<file path="src/rtl/cpi_pkg.sv">
// Shared CPI definitions used by the agent link transmitter and the fabric manager.
package cpi_pkg;

    localparam int CPI_HDR_W = 129;
    localparam int CPI_PID_W = 4;
    localparam int CPI_REQ_W = CPI_PID_W + CPI_HDR_W;

    typedef enum logic [1:0] {
        DISCONNECTED  = 2'd0,
        CONNECTING    = 2'd1,
        CONNECTED     = 2'd2,
        DISCONNECTING = 2'd3
    } link_state_e;

    typedef struct packed {
        logic [CPI_PID_W-1:0] pid;
        logic [CPI_HDR_W-1:0] header;
    } cpi_req_t;

endpackage

</file>
<file path="src/rtl/cpi_hdr_fifo.sv">
// Synchronous request-header FIFO with full/empty flags and a flush that empties it in one cycle.
module cpi_hdr_fifo
    import cpi_pkg::*;
#(
    parameter int DEPTH = 4
) (
    input  logic                 clk,
    input  logic                 rst,
    input  logic                 flush,
    input  logic                 push,
    input  logic [CPI_REQ_W-1:0] push_data,
    input  logic                 pop,
    output logic [CPI_REQ_W-1:0] head,
    output logic                 full,
    output logic                 empty
);

    localparam int AW = $clog2(DEPTH);

    cpi_req_t       mem [DEPTH];
    logic [AW-1:0]  wr_ptr;
    logic [AW-1:0]  rd_ptr;
    logic [AW:0]    count;
    logic           do_push;
    logic           do_pop;

    assign full    = (count == (AW+1)'(DEPTH));
    assign empty   = (count == '0);
    assign head    = mem[rd_ptr];
    assign do_push = push && !full && !flush;
    assign do_pop  = pop && !empty && !flush;

    always_ff @(posedge clk) begin
        if (do_push) begin
            mem[wr_ptr] <= push_data;
        end
    end

    // Pointers wrap naturally because DEPTH is a power of two.
    always_ff @(posedge clk) begin
        if (rst || flush) begin
            wr_ptr <= '0;
            rd_ptr <= '0;
            count  <= '0;
        end else begin
            if (do_push) wr_ptr <= wr_ptr + AW'(1);
            if (do_pop)  rd_ptr <= rd_ptr + AW'(1);
            case ({do_push, do_pop})
                2'b10:   count <= count + (AW+1)'(1);
                2'b01:   count <= count - (AW+1)'(1);
                default: count <= count;
            endcase
        end
    end

endmodule

</file>
<file path="src/rtl/cpi_agent_link_tx.sv">
// Agent-side CPI link transmitter: connect/disconnect FSM, credit-controlled A2F request send.
// Optional connect timeout enabled by defining CPI_CONN_TIMEOUT_EN.
//
//  state         | meaning
//  DISCONNECTED  | link down, txcon_req low
//  CONNECTING    | txcon_req high, waiting for rxcon_ack
//  CONNECTED     | link up, headers sent under credit control
//  DISCONNECTING | txcon_req dropped, waiting for ack to fall or a nack
module cpi_agent_link_tx
    import cpi_pkg::*;
#(
    parameter int FIFO_DEPTH  = 4,
    parameter int CRD_INIT    = 8,
    parameter int BACKOFF_CYC = 16,
    parameter int TIMEOUT_CYC = 256
) (
    input  logic                 agt_clk,
    input  logic                 agt_rst,
    input  logic                 link_en,
    output logic [1:0]           link_state,
    output logic                 conn_timeout,
    input  logic                 req_valid,
    output logic                 req_ready,
    input  logic [CPI_PID_W-1:0] req_protocol_id,
    input  logic [CPI_HDR_W-1:0] req_header,
    output logic                 a2f_txcon_req,
    input  logic                 a2f_rxcon_ack,
    input  logic                 a2f_rxdiscon_nack,
    input  logic                 a2f_rx_empty,
    output logic                 a2f_fatal,
    output logic                 a2f_req_is_valid,
    output logic [CPI_PID_W-1:0] a2f_req_protocol_id,
    output logic [CPI_HDR_W-1:0] a2f_req_header,
    input  logic                 a2f_req_crd_rtn
);

    // One counter serves both the disconnect backoff and the connect timeout.
    localparam int CNT_MAX = (BACKOFF_CYC > TIMEOUT_CYC) ? BACKOFF_CYC : TIMEOUT_CYC;
    localparam int CNT_W   = $clog2(CNT_MAX + 1);
    localparam logic [7:0] CRD_MAX = 8'(CRD_INIT);

    link_state_e          state;
    logic [7:0]           credits;
    logic [CNT_W-1:0]     cnt;
    logic                 fifo_full;
    logic                 fifo_empty;
    logic                 push;
    logic                 in_link;
    logic                 send_raw;
    logic                 send;
    logic                 crd_ovf;
    logic                 fatal_now;
    logic [CPI_REQ_W-1:0] head;
    cpi_req_t             head_s;

    assign head_s     = head;
    assign link_state = state;
    assign req_ready  = !fifo_full && (state == CONNECTED);
    assign push       = req_valid && req_ready;
    assign in_link    = (state == CONNECTED) || (state == DISCONNECTING);
    assign send_raw   = (state == CONNECTED) && !fifo_empty && (credits != 8'd0);
    assign crd_ovf    = in_link && a2f_req_crd_rtn && !send_raw && (credits == CRD_MAX);
    assign fatal_now  = ((state == CONNECTED) && !a2f_rxcon_ack) || crd_ovf
                        || (a2f_rxdiscon_nack && (state != DISCONNECTING));
    assign send       = send_raw && !fatal_now;

    cpi_hdr_fifo #(.DEPTH(FIFO_DEPTH)) u_fifo (
        .clk       (agt_clk),
        .rst       (agt_rst),
        .flush     (fatal_now),
        .push      (push),
        .push_data ({req_protocol_id, req_header}),
        .pop       (send),
        .head      (head),
        .full      (fifo_full),
        .empty     (fifo_empty)
    );

`ifdef CPI_CONN_TIMEOUT_EN
    logic timeout_q;
    logic retry_blk;
    assign conn_timeout = timeout_q;
`else
    assign conn_timeout = 1'b0;
`endif

    always_ff @(posedge agt_clk) begin
        if (agt_rst) begin
            state               <= DISCONNECTED;
            credits             <= 8'd0;
            cnt                 <= '0;
            a2f_txcon_req       <= 1'b0;
            a2f_fatal           <= 1'b0;
            a2f_req_is_valid    <= 1'b0;
            a2f_req_protocol_id <= '0;
            a2f_req_header      <= '0;
`ifdef CPI_CONN_TIMEOUT_EN
            timeout_q           <= 1'b0;
            retry_blk           <= 1'b0;
`endif
        end else begin
`ifdef CPI_CONN_TIMEOUT_EN
            timeout_q <= 1'b0;
`endif
            a2f_req_is_valid <= send;
            if (send) begin
                a2f_req_protocol_id <= head_s.pid;
                a2f_req_header      <= head_s.header;
            end
            if (in_link) begin
                case ({send, a2f_req_crd_rtn})
                    2'b10:   credits <= credits - 8'd1;
                    2'b01:   credits <= credits + 8'd1;
                    default: credits <= credits;
                endcase
            end

            if (fatal_now) begin
                a2f_fatal     <= 1'b1;
                state         <= DISCONNECTED;
                credits       <= 8'd0;
                cnt           <= '0;
                a2f_txcon_req <= 1'b0;
            end else begin
                case (state)
                    DISCONNECTED: begin
`ifdef CPI_CONN_TIMEOUT_EN
                        if (!link_en) retry_blk <= 1'b0;
                        if (link_en && !a2f_fatal && !retry_blk) begin
                            state         <= CONNECTING;
                            a2f_txcon_req <= 1'b1;
                            cnt           <= CNT_W'(TIMEOUT_CYC - 1);
                        end
`else
                        if (link_en && !a2f_fatal) begin
                            state         <= CONNECTING;
                            a2f_txcon_req <= 1'b1;
                        end
`endif
                    end
                    CONNECTING: begin
                        if (a2f_rxcon_ack) begin
                            state   <= CONNECTED;
                            credits <= CRD_MAX;
                            cnt     <= '0;
                        end
`ifdef CPI_CONN_TIMEOUT_EN
                        else if (cnt == '0) begin
                            state         <= DISCONNECTED;
                            a2f_txcon_req <= 1'b0;
                            timeout_q     <= 1'b1;
                            retry_blk     <= 1'b1;
                        end else begin
                            cnt <= cnt - CNT_W'(1);
                        end
`endif
                    end
                    CONNECTED: begin
                        // A push in the same cycle would strand a header, so it blocks the exit.
                        if (cnt != '0) begin
                            cnt <= cnt - CNT_W'(1);
                        end else if (!link_en && fifo_empty && !push
                                     && (credits == CRD_MAX) && a2f_rx_empty) begin
                            state         <= DISCONNECTING;
                            a2f_txcon_req <= 1'b0;
                        end
                    end
                    DISCONNECTING: begin
                        if (a2f_rxdiscon_nack && a2f_rxcon_ack) begin
                            state         <= CONNECTED;
                            a2f_txcon_req <= 1'b1;
                            cnt           <= CNT_W'(BACKOFF_CYC - 1);
                        end else if (!a2f_rxcon_ack) begin
                            state   <= DISCONNECTED;
                            credits <= 8'd0;
                        end
                    end
                    default: state <= DISCONNECTED;
                endcase
            end
        end
    end

endmodule

</file>
<file path="config.mk">
export PLATFORM = sky130hd
export DESIGN_NAME = cpi_agent_link_tx
export DESIGN_NICKNAME = d
export VERILOG_FILES = /design/src/rtl/cpi_pkg.sv /design/src/rtl/cpi_hdr_fifo.sv /design/src/rtl/cpi_agent_link_tx.sv
export SDC_FILE = /design/constraint.sdc
export NUM_CORES = 1
export LEC_CHECK = 0
export ABC_AREA = 1
export BUFFER_PORTS_ARGS = -buffer_cell sky130_fd_sc_hd__buf_4
export CORE_UTILIZATION = 45
export DETAILED_ROUTE_END_ITERATION = 6
export PLACE_DENSITY_LB_ADDON = 0.2
export SETUP_SLACK_MARGIN = 0.1
export SYNTH_ARGS = -nofsm -noshare
export SYNTH_HDL_FRONTEND = slang
export SYNTH_SLANG_ARGS = --single-unit
</file>
<file path="constraint.sdc">
create_clock -name agt_clk -period 13.05 [get_ports agt_clk]
set_clock_uncertainty 0.2 [all_clocks]
set_input_delay 1.305 -clock agt_clk [delete_from_list [all_inputs] [get_ports agt_clk]]
set_output_delay 1.305 -clock agt_clk [all_outputs]
set_load 0.01 [all_outputs]
</file>
* Word level (Yosys, flattened, before mapping) *
Memory sizes are Yosys's and may differ from the RTL's. A register that Yosys moved wholly into a read port is not among the register bits.
Cells that the tools add are included.

word-level totals
  flip-flop bits (word level) = 29
  latch bits = 0
  memory bits (writable) = 532
  ROM bits = 0
  input port bits = 141
  output and inout port bits = 140
  word-level logic and storage cells = 102
  memories = 1

operators by class
  add/subtract/negate cells = 7
  multiply operators = 0
  div/mod/pow operators = 0
  magnitude comparators = 0
  equality and inequality tests = 17
  shift operators = 0
  multiplexer cells = 25
  bitwise gates (word level) = 0
  reduce and logical (&&, ||, !) cells = 43

memories
  name        depth  width  read ports  clocked after memory_dff  wr ports  line                source
  u_fifo.mem  4      133    1           1                         1         cpi_hdr_fifo.sv:20  cpi_req_t mem [DEPTH];

operators with widths
  cell                 number
  $mux 8               4
  $pmux 8 s2           2
  $mux 9               3
  $pmux 9 s3           1
  $logic_and 1x1->1    20
  $mux 2               6
  $reduce_and 5->1     2
  $reduce_bool 9->1    1
  $sub 9x1->9 const B  1
  $add 8x1->8 const B  1
  $eq 2x2->1 const B   4
  $eq 8x4->1 const B   1
  $logic_not 1->1      8
  $ne 2x2->1 const B   4
  $pmux 2 s4           1
  $reduce_bool 8->1    1
  $sub 8x1->8 const B  1
  $eq 2x1->1 const B   3
  $mux 1               6
  $ne 2x1->1 const B   3
  $pmux 3 s2           1
  $reduce_bool 3->1    2
  $add 2x1->2 const B  2
  $logic_or 1x1->1     4
  other kinds (10)     10

* Depth between registers and ports, before layout *
Gate-level depths: netlist (run 1).

  depth in word-level cells = 17
  gate-level depth with buffers = 19
  mapped depth without buffers = 16

* Modules after synthesis *
From an unflattened synthesis (run 1), not the netlist that was laid out.

unflattened totals
  cells, all modules = 2183
  area total of the unflattened synthesis = 26566.7 sq um

by module, submodules not included
  module             instances  cells each  area an instance (sq um)  seq. area each (sq um)
  cpi_hdr_fifo       1          1361        20223.1                   16155.5
  cpi_agent_link_tx  1          822         6343.6                    3103.0

* Worst setup path before layout (run 1) *
Ideal clock, no wire load.

  path kind = input to register
  start = input a2f_rxdiscon_nack
  end = memory u_fifo.mem[0][0] (netlist name), enable pin
  setup time = 627 ps
  arrival time = 7320 ps
  slack = 4903 ps
  cell stages on the path = 7
  cell sequence = inv_1 > o21ai_1 > nand2_1 > nand2_1 > inv_1 > nand2_1 > nor2_1

between the ends
  longest elaborated chain between the ends = 6

ends and longest elaborated chain
  item                          line                     source
  start: declaration            cpi_agent_link_tx.sv:28  input logic a2f_rxdiscon_nack,
  $logic_and 1x1->1             cpi_agent_link_tx.sv:64  || (a2f_rxdiscon_nack && (state != DISCONNECTING));
  $logic_or 1x1->1              cpi_agent_link_tx.sv:64
  $logic_not 1->1               cpi_hdr_fifo.sv:30       assign do_push = push && !full && !flush;
  $logic_and 1x1->1             cpi_hdr_fifo.sv:30
  $mux 1                        cpi_hdr_fifo.sv:34       if (do_push) begin
  $mux 1 (implied by the code)  cpi_hdr_fifo.sv:35       mem[wr_ptr] <= push_data;
  end: declaration              cpi_hdr_fifo.sv:20

No other way between the ends.

* Worst setup path after layout (run 1) *
  start = input a2f_rxdiscon_nack
  end = memory u_fifo.mem[1][118] (netlist name), enable pin

Same word-level chain as after synthesis.

==> impl_metrics.toml, run 1 <==
[worst_setup_path]
critPathMaxStageDelay_ns = 0.94
crit_chain = "buf_4 -> inv_1 -> o21ai_1 -> nand2_1 -> nand2_1 -> inv_1 -> nand2_1 -> nor2_4 -> buf_4 -> buf_4"
rrSetupSlack_ns = 8.62
path_class = "in2reg"
worstSetupEndpointType = "register"
startpoint_type = "primary input"
crit_fanout = 68
slowest_stage = "buf_4"
cp.required_ns = 13.07
arrival_ns = 4.54

[yosys]
ys_ff_latch = 694
synth.avg_cell_area_sq_um = 12.0
syn_inst = 2187
async_flop_share_pct = 0
synth_nets = 2343
syn_area_sq_um = 26400
synthFlopType = "edfxtp_1"
yosysSeqAreaShare_pct = 72.9
synth_warnings = 0
synth_cell_types = 36
synth_edf_count = 532

[global_route]
grt_usage_pct = 21.3
grt_pass1_wl_um = 97700
grt_pass1_vias = 17031
antenna_found_initial = 15
grt_max_degree = 176
grt-ovfl-total = 0

[drt]
drc = 0
post_drt_wl_per_cell_um = 19.6
via_per_inst = 5.31
wl_um = 63800
ant_nets = 0
drt_iter0_drc = 1186
firstDrtPassIters = 5
num_vias = 17251

[timing]
worst_pin_slew_ns = 1.08
hold_viol = 0
finalCriticalPeriod_ns = 4.52
setup_viol_count_final = 0
setup_tns_ns = 0
finalCritPeriodShare_pct = 34.6
slew_violations = 0
rsz0062_at_grt = "no"
fmax_mhz = 221
hold_ws_ns = 0.265
worst_slew_margin_rel_pct = 27.8

[die]
num_rows = 88
fp.coreArea_sq_um = 57800
die_h_um = 244
io_pins = 281
die_w_um = 244
die_area_sq_um = 59500
initial_utilization_pct = 45.6

[clock_tree]
post_cts_buffers = 0
holdBufCountCts = 0
cts_max_level = 3
cts_buffers = 73
cts_sinks = 694
cts_root_buffer = "clkbuf_16"
cts_resized = 0
tritoncts = "done"
clockBufferDepth = 3
clk_pin_slew_ns = 0.06
insertion_delay_ns = 0.59

[placed_design]
place_area_sq_um = 28800
globalplace.congestion = 0.832
place.port_buffers = 279
place_hpwl_um = 35600
place_inst = 3110

[cells_and_area]
fin_area_sq_um = 31200
layout_common_cells = "532 x edfxtp_1, 338 x nand2_1, 319 x nor2_1"
layout_commonest_cell = "edfxtp_1"
stdcell_count = 3251
nets = 2576
n_fill_cell = 4873
syn_to_final_growth_pct = 18.3
drive_gt1_share_pct = 18.1

[power_and_ir_drop]
power.density_nw_per_um2 = 145
pwr-share-seq_pct = 53.0
ir_drop_v = 0.000126
power_frac_comb_pct = 2.6
p_int_w = 0.00362
swShare_pct = 19.7
switchingPower_w = 0.000890
clock_power_share_pct = 44.4
total_power_w = 0.00451
leakagePower_nw = 10.9

[run_status]
status = "finished clean"

[run]
maxCapViolCount = 0

[min_path]
hp-class = "reg2reg"
==> cells by family after synthesis <==
kind of cell | count (synthesis) | synth area share, %
AO/OA/AOI/OAI | 578 | 12.1
XOR/XNOR | 3 | 0.0997
adder cells (fa/ha/maj) | 15 | 0.769
buffers and inverters | 193 | 3.70
flip-flops | 694 | 72.9
other | 1 | 0.0142
AND/OR/NAND/NOR | 703 | 10.4
==> synth_stat cells, types with 2 or more instances <==
| cell | instances | area [sq um] |
|---|---|---|
| a21oi_1 | 128 | 641 |
| a21oi_2 | 30 | 263 |
| buf_2 | 44 | 220 |
| buf_4 | 14 | 105 |
| buf_6 | 16 | 180 |
| clkbuf_1 | 58 | 218 |
| clkbuf_2 | 5 | 25.0 |
| clkinv_2 | 3 | 15.0 |
| dfxtp_1 | 162 | 3240 |
| edfxtp_1 | 532 | 16000 |
| fa_1 | 2 | 40.0 |
| ha_1 | 13 | 163 |
| inv_1 | 50 | 188 |
| nand2_1 | 338 | 1270 |
| nand3_1 | 21 | 105 |
| nand4_1 | 8 | 50.1 |
| nor2_1 | 323 | 1210 |
| nor2_2 | 2 | 12.5 |
| o21ai_0 | 281 | 1410 |
| o21ai_1 | 2 | 10.0 |
| o22ai_1 | 134 | 838 |
| or2_2 | 6 | 37.5 |
| xor2_1 | 2 | 17.5 |
==> registers in the layout, indices dropped and copies added, names as in the netlist <==
name                 cells
a2f_txcon_req            1
a2f_req_header         129
credits                  8
a2f_fatal                1
u_fifo.rd_ptr            2
u_fifo.mem             532
u_fifo.wr_ptr            2
a2f_req_protocol_id      4
u_fifo.count             3
link_state               2
cnt                      9
a2f_req_is_valid         1
==> power by group through the flow <==
stage	clock network [W]	registers [W]	logic (W)
after CTS	0.00205	0.00239	0.000119
final	0.00200	0.00239	0.000118
after floorplan	0	0.00244	0.0000529
after detailed placement	0	0.00244	0.000118
after global routing	0.00213	0.00239	0.000131
after global placement	0	0.00244	0.000115
==> worst paths after layout <==
kind | to | cells after the start | start
worst min register to register | a2f_req_header[2] | 2 | a2f_req_header[2]
worst max-delay path | u_fifo.mem[1][118] | 10 | a2f_rxdiscon_nack
worst max register to register | u_fifo.mem[1][118] | 8 | link_state[0]
worst min-delay path | a2f_req_header[2] | 2 | a2f_req_header[2]
==> stage by stage <==
stage	worst slack [ns]	util (%)
floorplan	4.90	-
CTS	8.50	53.9
global placement	7.86	49.9
global route	8.30	53.9
detailed placement	7.89	49.9
finish	8.53	53.9
==> layer usage <==
| metal | GRT usage, % | part of all wire [%] | wire [um] |
|---|---|---|---|
| met2 | 34.7 | 48 | 30400 |
| met5 | 0 | 0.18 | 113 |
| met3 | 5.76 | 7.4 | 4750 |
| met1 | 28.0 | 43 | 27400 |
| met4 | 6.38 | 1.9 | 1240 |
==> layout make-up <==
class | instances | area [sq um] | area share, %
clock inverters | 27 | 211 | 0.678
flip-flops and latches | 694 | 19200 | 61.7
repair buffers | 296 | 2240 | 7.18
multi-input cells | 1300 | 6190 | 19.8
clock buffers | 108 | 2120 | 6.81
diodes | 6 | 15.0 | 0.0482
well taps | 765 | 957 | 3.07
inverters | 55 | 221 | 0.710
==> worst max-delay path, delay by kind of cell <==
kind            cells  cell delay (ns)
buf+inv             5             1.87
simple gates        4             1.18
compound gates      1             0.06
Note: power is estimated with default switching activity, not from simulation.
==> run 2: changes to the inputs <==
Settings changed: ABC_AREA 1 to 0.
Clock period 13.05 ns to 4.5 ns, I/O delays scaled along.
==> run 2 against run 1 <==
Against the previous run:
- total power grew to 2.9 times the previous value
- wire length is 12% lower
- sequential cell count stayed put
- largest cell class unchanged
==> impl_metrics.toml, run 2 <==
[run_status]
status = "finished clean"

[drt]
drt_iter0_drc = 791
ant_nets = 0
drc = 0
wl_um = 56000
num_vias = 14332
post_drt_wl_per_cell_um = 20.4
firstDrtPassIters = 5
via_per_inst = 5.22

[global_route]
grt_pass1_wl_um = 85500
gr-usage-met2_pct = 33.4
top_usage_layer = "met2"
antenna_found_initial = 5
grt_util_met3_pct = 3.98
grt_pass1_vias = 14877
grt_max_degree = 135
grtUsageMet1_pct = 25.4
grt-ovfl-total = 0
grt_usage_pct = 19.7

[yosys]
synth_most_common_cell = "edfxtp_1"
synth_cell_types = 53
synth.area.top_cells = "edfxtp_1 63%, dfxtp_1 13%, mux4_2 12%"
ys_top_cells_by_count = "532 x edfxtp_1, 283 x nand2_1, 162 x dfxtp_1"
yosysSeqAreaShare_pct = 75.3
synth.avg_cell_area_sq_um = 17.0
synth_edf_count = 532
yosysTopAreaCell = "edfxtp_1"
syn_area_sq_um = 25500
async_flop_share_pct = 0
synthFlopType = "edfxtp_1"
synth_nets = 1654
synth_warnings = 0
syn_inst = 1498
synth_top_area_share_pct = 62.6
ys_ff_latch = 694

[die]
fp.coreArea_sq_um = 55500
initial_utilization_pct = 46.0
die_w_um = 240
die_h_um = 240
num_rows = 86
die_area_sq_um = 57700
io_pins = 281

[min_path]
hp-class = "in2reg"
min_path_cells = 2
whs_endpoint = "a2f_req_header[55]"
min_from = "agt_rst"

[worst_setup_path]
arrival_ns = 3.95
r2r-end = "a2f_req_header[114]"
critPathMostFrequentCell = "buf_4"
r2r_cells = 7
critPathMaxStageDelay_ns = 0.82
cpLargestDelayFamily = "buffers and inverters"
rrSetupSlack_ns = 0.86
rr_startpoint = "credits[4]"
cp_num_buf_inv = 2
worstSetupEndpointType = "register"
path_class = "reg2reg"
crit_chain = "or4_1 -> or3_4 -> nand3_4 -> buf_4 -> buf_4 -> nand2_1 -> a21oi_1"
cp_num_cells = 7
startpoint_type = "register"
crit_fanout = 70
cp.required_ns = 4.81
slowest_stage = "buf_4"

[timing]
rsz0062_at_grt = "no"
fin_ws_ns = 0.863
setup_tns_ns = 0
hold_viol = 0
slew_violations = 0
finalCritPeriodShare_pct = 80.8
worst_pin_slew_ns = 0.888
finalCriticalPeriod_ns = 3.64
worst_slew_margin_rel_pct = 40.8
fmax_mhz = 275
setup_viol_count_final = 0

[cells_and_area]
largest_reg_flops = 532
fin_area_sq_um = 32300
drive_gt1_share_pct = 28.5
final_core_util_pct = 58.3
nets = 2091
syn_to_final_growth_pct = 26.8
layout_commonest_cell = "edfxtp_1"
layout_common_cells = "532 x edfxtp_1, 293 x buf_4, 283 x nand2_1"
largest_register = "u_fifo.mem"
reg_top3 = "u_fifo.mem: 532 flops, a2f_req_header: 129 flops, cnt: 9 flops"

[clock_tree]
clk_pin_slew_ns = 0.06
cts_resized = 0
cts_sinks = 694
insertion_delay_ns = 0.60
clockBufferDepth = 3
cts_buffers = 72
post_cts_buffers = 0
tritoncts = "done"
cts_max_level = 3
holdBufCountCts = 134
cts_root_buffer = "clkbuf_16"

[power_and_ir_drop]
ir_drop_v = 0.000301
leakagePower_nw = 10.8
power.density_nw_per_um2 = 408

[placed_design]
place_area_sq_um = 28600
place.port_buffers = 279
globalplace.congestion = 0.801
dp_worst_setup_slack_ns = 0.933
place_hpwl_um = 32500

[run]
maxCapViolCount = 0
run 2: cell count changes after synthesis, sizes merged, moves of 6 or more:
cell,change
nor2,-298
a21oi,-10
o22ai,-134
inv,-35
o21ai,-270
clkbuf,-20
nor2b,+7
a211oi,+6
nand2,-56
buf,-39
mux4,+133
nand3,-16
run 2: how the worst max path moves through the flow:
stage                        startpoint                  end  slack, ns
after floorplan           link_state[1]     u_fifo.mem[0][0]       0.67
after global placement    link_state[1]    u_fifo.mem[1][48]       1.03
after detailed placement     credits[4]   a2f_req_header[99]       0.93
after CTS                    credits[4]  a2f_req_header[114]       0.86
after global routing         credits[4]  a2f_req_header[114]       0.71
final                        credits[4]  a2f_req_header[114]       0.86
run 2: cells by family after synthesis:
kind of cell | Yosys count | synth area share [%]
AND/OR/NAND/NOR | 361 | 5.87
other | 1 | 0.0147
AO/OA/AOI/OAI | 186 | 4.09
XOR/XNOR | 10 | 0.343
adder cells (fa/ha/maj) | 15 | 0.794
flip-flops | 694 | 75.3
multiplexers | 135 | 11.8
buffers and inverters | 96 | 1.76
run 2: routing by layer:
| metal | up-vias | share of wire [%] |
|---|---|---|
| li1 | 6594 | - |
| met1 | 7329 | 42 |
| met2 | 307 | 50 |
| met3 | 98 | 4.7 |
| met4 | 4 | 2.6 |
| met5 | - | 0.041 |
run 2: per-stage QoR:
stage,hold WS [ns],power [W],instances
6_report,0.0702,0.0132,2744
3_3_place_gp,0.229,0.00723,2475
4_1_cts,0.0267,0.0133,2740
3_5_place_dp,0.237,0.00724,2475
5_1_grt,0.0512,0.0136,2743
2_1_floorplan,0.216,0.00708,1498
run 2: area by class of cell:
type | count | area (sq um)
inverter | 17 | 66.3
fill | 4349 | 23200
timing repair buffer | 442 | 3840
sequential | 694 | 19200
tap | 748 | 936
multi-input combinational | 708 | 5860
clock buffer | 108 | 2120
clock inverter | 23 | 285
antenna | 4 | 10.0
run 2: report_power, final:
part	internal [W]	switching [W]	leakage (nW)
Combinational	0.000174	0.000141	3.53
Clock	0.00361	0.00238	1.17
Sequential	0.00689	0.00000416	6.09
Total	0.0107	0.00252	10.8
run 2: worst register-to-register path, stage by stage (launching register included):
cell and delay (ns):
dfxtp_1 0.33, or4_1 0.58, or3_4 0.42, nand3_4 0.07, buf_4 0.60, buf_4 0.95, nand2_1 0.21, a21oi_1 0.21
==> run 3: changes to the inputs <==
Clock period 4.5 ns to 3.75 ns, I/O delays scaled along.
==> run 3 against run 2 <==
Against the previous run:
- wire length up 0.98%
- sequential share of layout area down 0.31 points
- setup slack worse by 0.59 ns
- clock power up 23%
- register-to-register slack worse by 0.59 ns
==> impl_metrics.toml, run 3 (synthesis results as in run 2) <==
[drt]
wl_um = 56500
ant_nets = 0
post_drt_wl_per_cell_um = 20.5
drt_iter0_drc = 840
num_vias = 14366
drc = 0
firstDrtPassIters = 7
via_per_inst = 5.21

[worst_setup_path]
rr_startpoint = "credits[4]"
crit_fanout = 6
cp.required_ns = 4.08
startpoint_type = "register"
critPathMaxStageDelay_ns = 0.58
path_class = "reg2reg"
crit_chain = "or4_1 -> or3_4 -> nand3_4 -> ha_2 -> inv_1 -> ha_1 -> a211oi_1 -> o21ai_0 -> a211o_1 -> a21o_1 -> a21oi_1"
slowest_stage = "or4_1"
r2r-end = "credits[7]"
worstSetupEndpointType = "register"
r2r_cells = 11
rrSetupSlack_ns = 0.28
cpLargestDelayFamily = "simple AND/OR/NAND/NOR gates"
cp_num_buf_inv = 1
arrival_ns = 3.80

[cells_and_area]
antennaDiodeCount = 0
drive_gt1_share_pct = 29.2
layout_commonest_cell = "edfxtp_1"
layout_common_cells = "532 x edfxtp_1, 302 x buf_4, 283 x nand2_1"
syn_to_final_growth_pct = 27.4
reg_top3 = "u_fifo.mem: 532 flops, a2f_req_header: 129 flops, cnt: 9 flops"
largest_register = "u_fifo.mem"
stdcell_count = 2755
largest_reg_flops = 532
n_fill_cell = 4319
nets = 2103

[clock_tree]
clk_pin_slew_ns = 0.06
cts_root_buffer = "clkbuf_16"
clockBufferDepth = 3
insertion_delay_ns = 0.60
cts_max_level = 3
cts_sinks = 694
tritoncts = "done"
cts_buffers = 73

[timing]
setup_viol_count_final = 0
hold_viol = 0
hold_ws_ns = 0.0420
finalCritPeriodShare_pct = 92.6
slew_violations = 0
finalCriticalPeriod_ns = 3.47
fmax_mhz = 288
worst_pin_slew_ns = 0.950
worst_slew_margin_rel_pct = 36.6
rsz0062_at_grt = "no"

[run_status]
status = "finished clean"

[power_and_ir_drop]
power.density_nw_per_um2 = 493
leakagePower_nw = 10.9
ir_drop_v = 0.000428

[global_route]
grt_usage_pct = 20.1
gr-usage-met2_pct = 34.4
grt_pass1_wl_um = 86900
top_usage_layer = "met2"
grt_util_met3_pct = 4.49
antenna_found_initial = 2
grt-ovfl-total = 0
grt_max_degree = 135
grtUsageMet1_pct = 25.5
grt_pass1_vias = 15100

[placed_design]
place.port_buffers = 279
globalplace.congestion = 0.764
place_hpwl_um = 32100
place_inst = 2484

[die]
io_pins = 281
num_rows = 86
initial_utilization_pct = 46.0
die_h_um = 240
fp.coreArea_sq_um = 55500
die_w_um = 240
die_area_sq_um = 57700

[min_path]
hp-class = "in2reg"
min_path_cells = 4
min_from = "a2f_rxdiscon_nack"
whs_endpoint = "a2f_txcon_req"

[run]
maxCapViolCount = 0
==> run 3: per-layer routing <==
| metal | up-vias | part of all wire (%) |
|---|---|---|
| met4 | 4 | 2.4 |
| met1 | 7352 | 42 |
| met2 | 307 | 51 |
| li1 | 6619 | - |
| met5 | - | 0.035 |
| met3 | 84 | 4.7 |
==> run 3: per-stage QoR <==
step | total power, W | TNS (ns) | cell area (sq um) | util (%) | setup WS [ns]
final | 0.0160 | 0 | 32500 | 58.6 | 0.277
after global routing | 0.0165 | 0 | 32500 | 58.6 | 0.142
after CTS | 0.0162 | 0 | 32500 | 58.6 | 0.248
after detailed placement | 0.00869 | 0 | 28700 | 51.6 | 0.258
after global placement | 0.00868 | 0 | 28700 | 51.6 | 0.281
after floorplan | 0.00850 | -42.85 | 25500 | - | -0.0805
==> run 3: how the worst max path moves through the flow <==
stage                              from          endpoint  slack (ns)  cells past startpoint
final                        credits[4]        credits[7]        0.28                     11
after detailed placement     credits[4]        credits[7]        0.26                     11
after CTS                    credits[4]        credits[7]        0.25                     11
after floorplan           link_state[1]  u_fifo.mem[0][0]       -0.08                      6
after global placement       credits[4]        credits[7]        0.28                     11
after global routing         credits[4]        credits[7]        0.14                     11
==> run 3: area by class of cell <==
| class | count | area, sq um | share of cell area [%] |
|---|---|---|---|
| Clock buffer | 107 | 2130 | 6.54 |
| Clock inverter | 28 | 369 | 1.14 |
| Inverter | 17 | 66.3 | 0.204 |
| Multi-Input combinational cell | 708 | 5860 | 18.0 |
| Sequential cell | 694 | 19200 | 59.1 |
| Tap cell | 748 | 936 | 2.88 |
| Timing Repair Buffer | 453 | 3930 | 12.1 |
==> run 3: worst min-delay path: stages <==
cell     delay [ns]
buf_4          0.12
nand3_1        0.11
a211o_1        0.13
a21oi_1        0.05
==> run 3: timing repair <==
action                                  CTS  global route
hold buffers                            136             0
endpoints found under the setup margin    0             2
buffers inserted                          0             0
endpoints found under the hold margin   542             0
resized for setup                         0             2
==> run 3: where the power goes <==
part / internal (W) / switching, W
registers: 0.00827 / 0.00000459
clock network: 0.00444 / 0.00292
logic: 0.000210 / 0.000172
total: 0.0129 / 0.00310
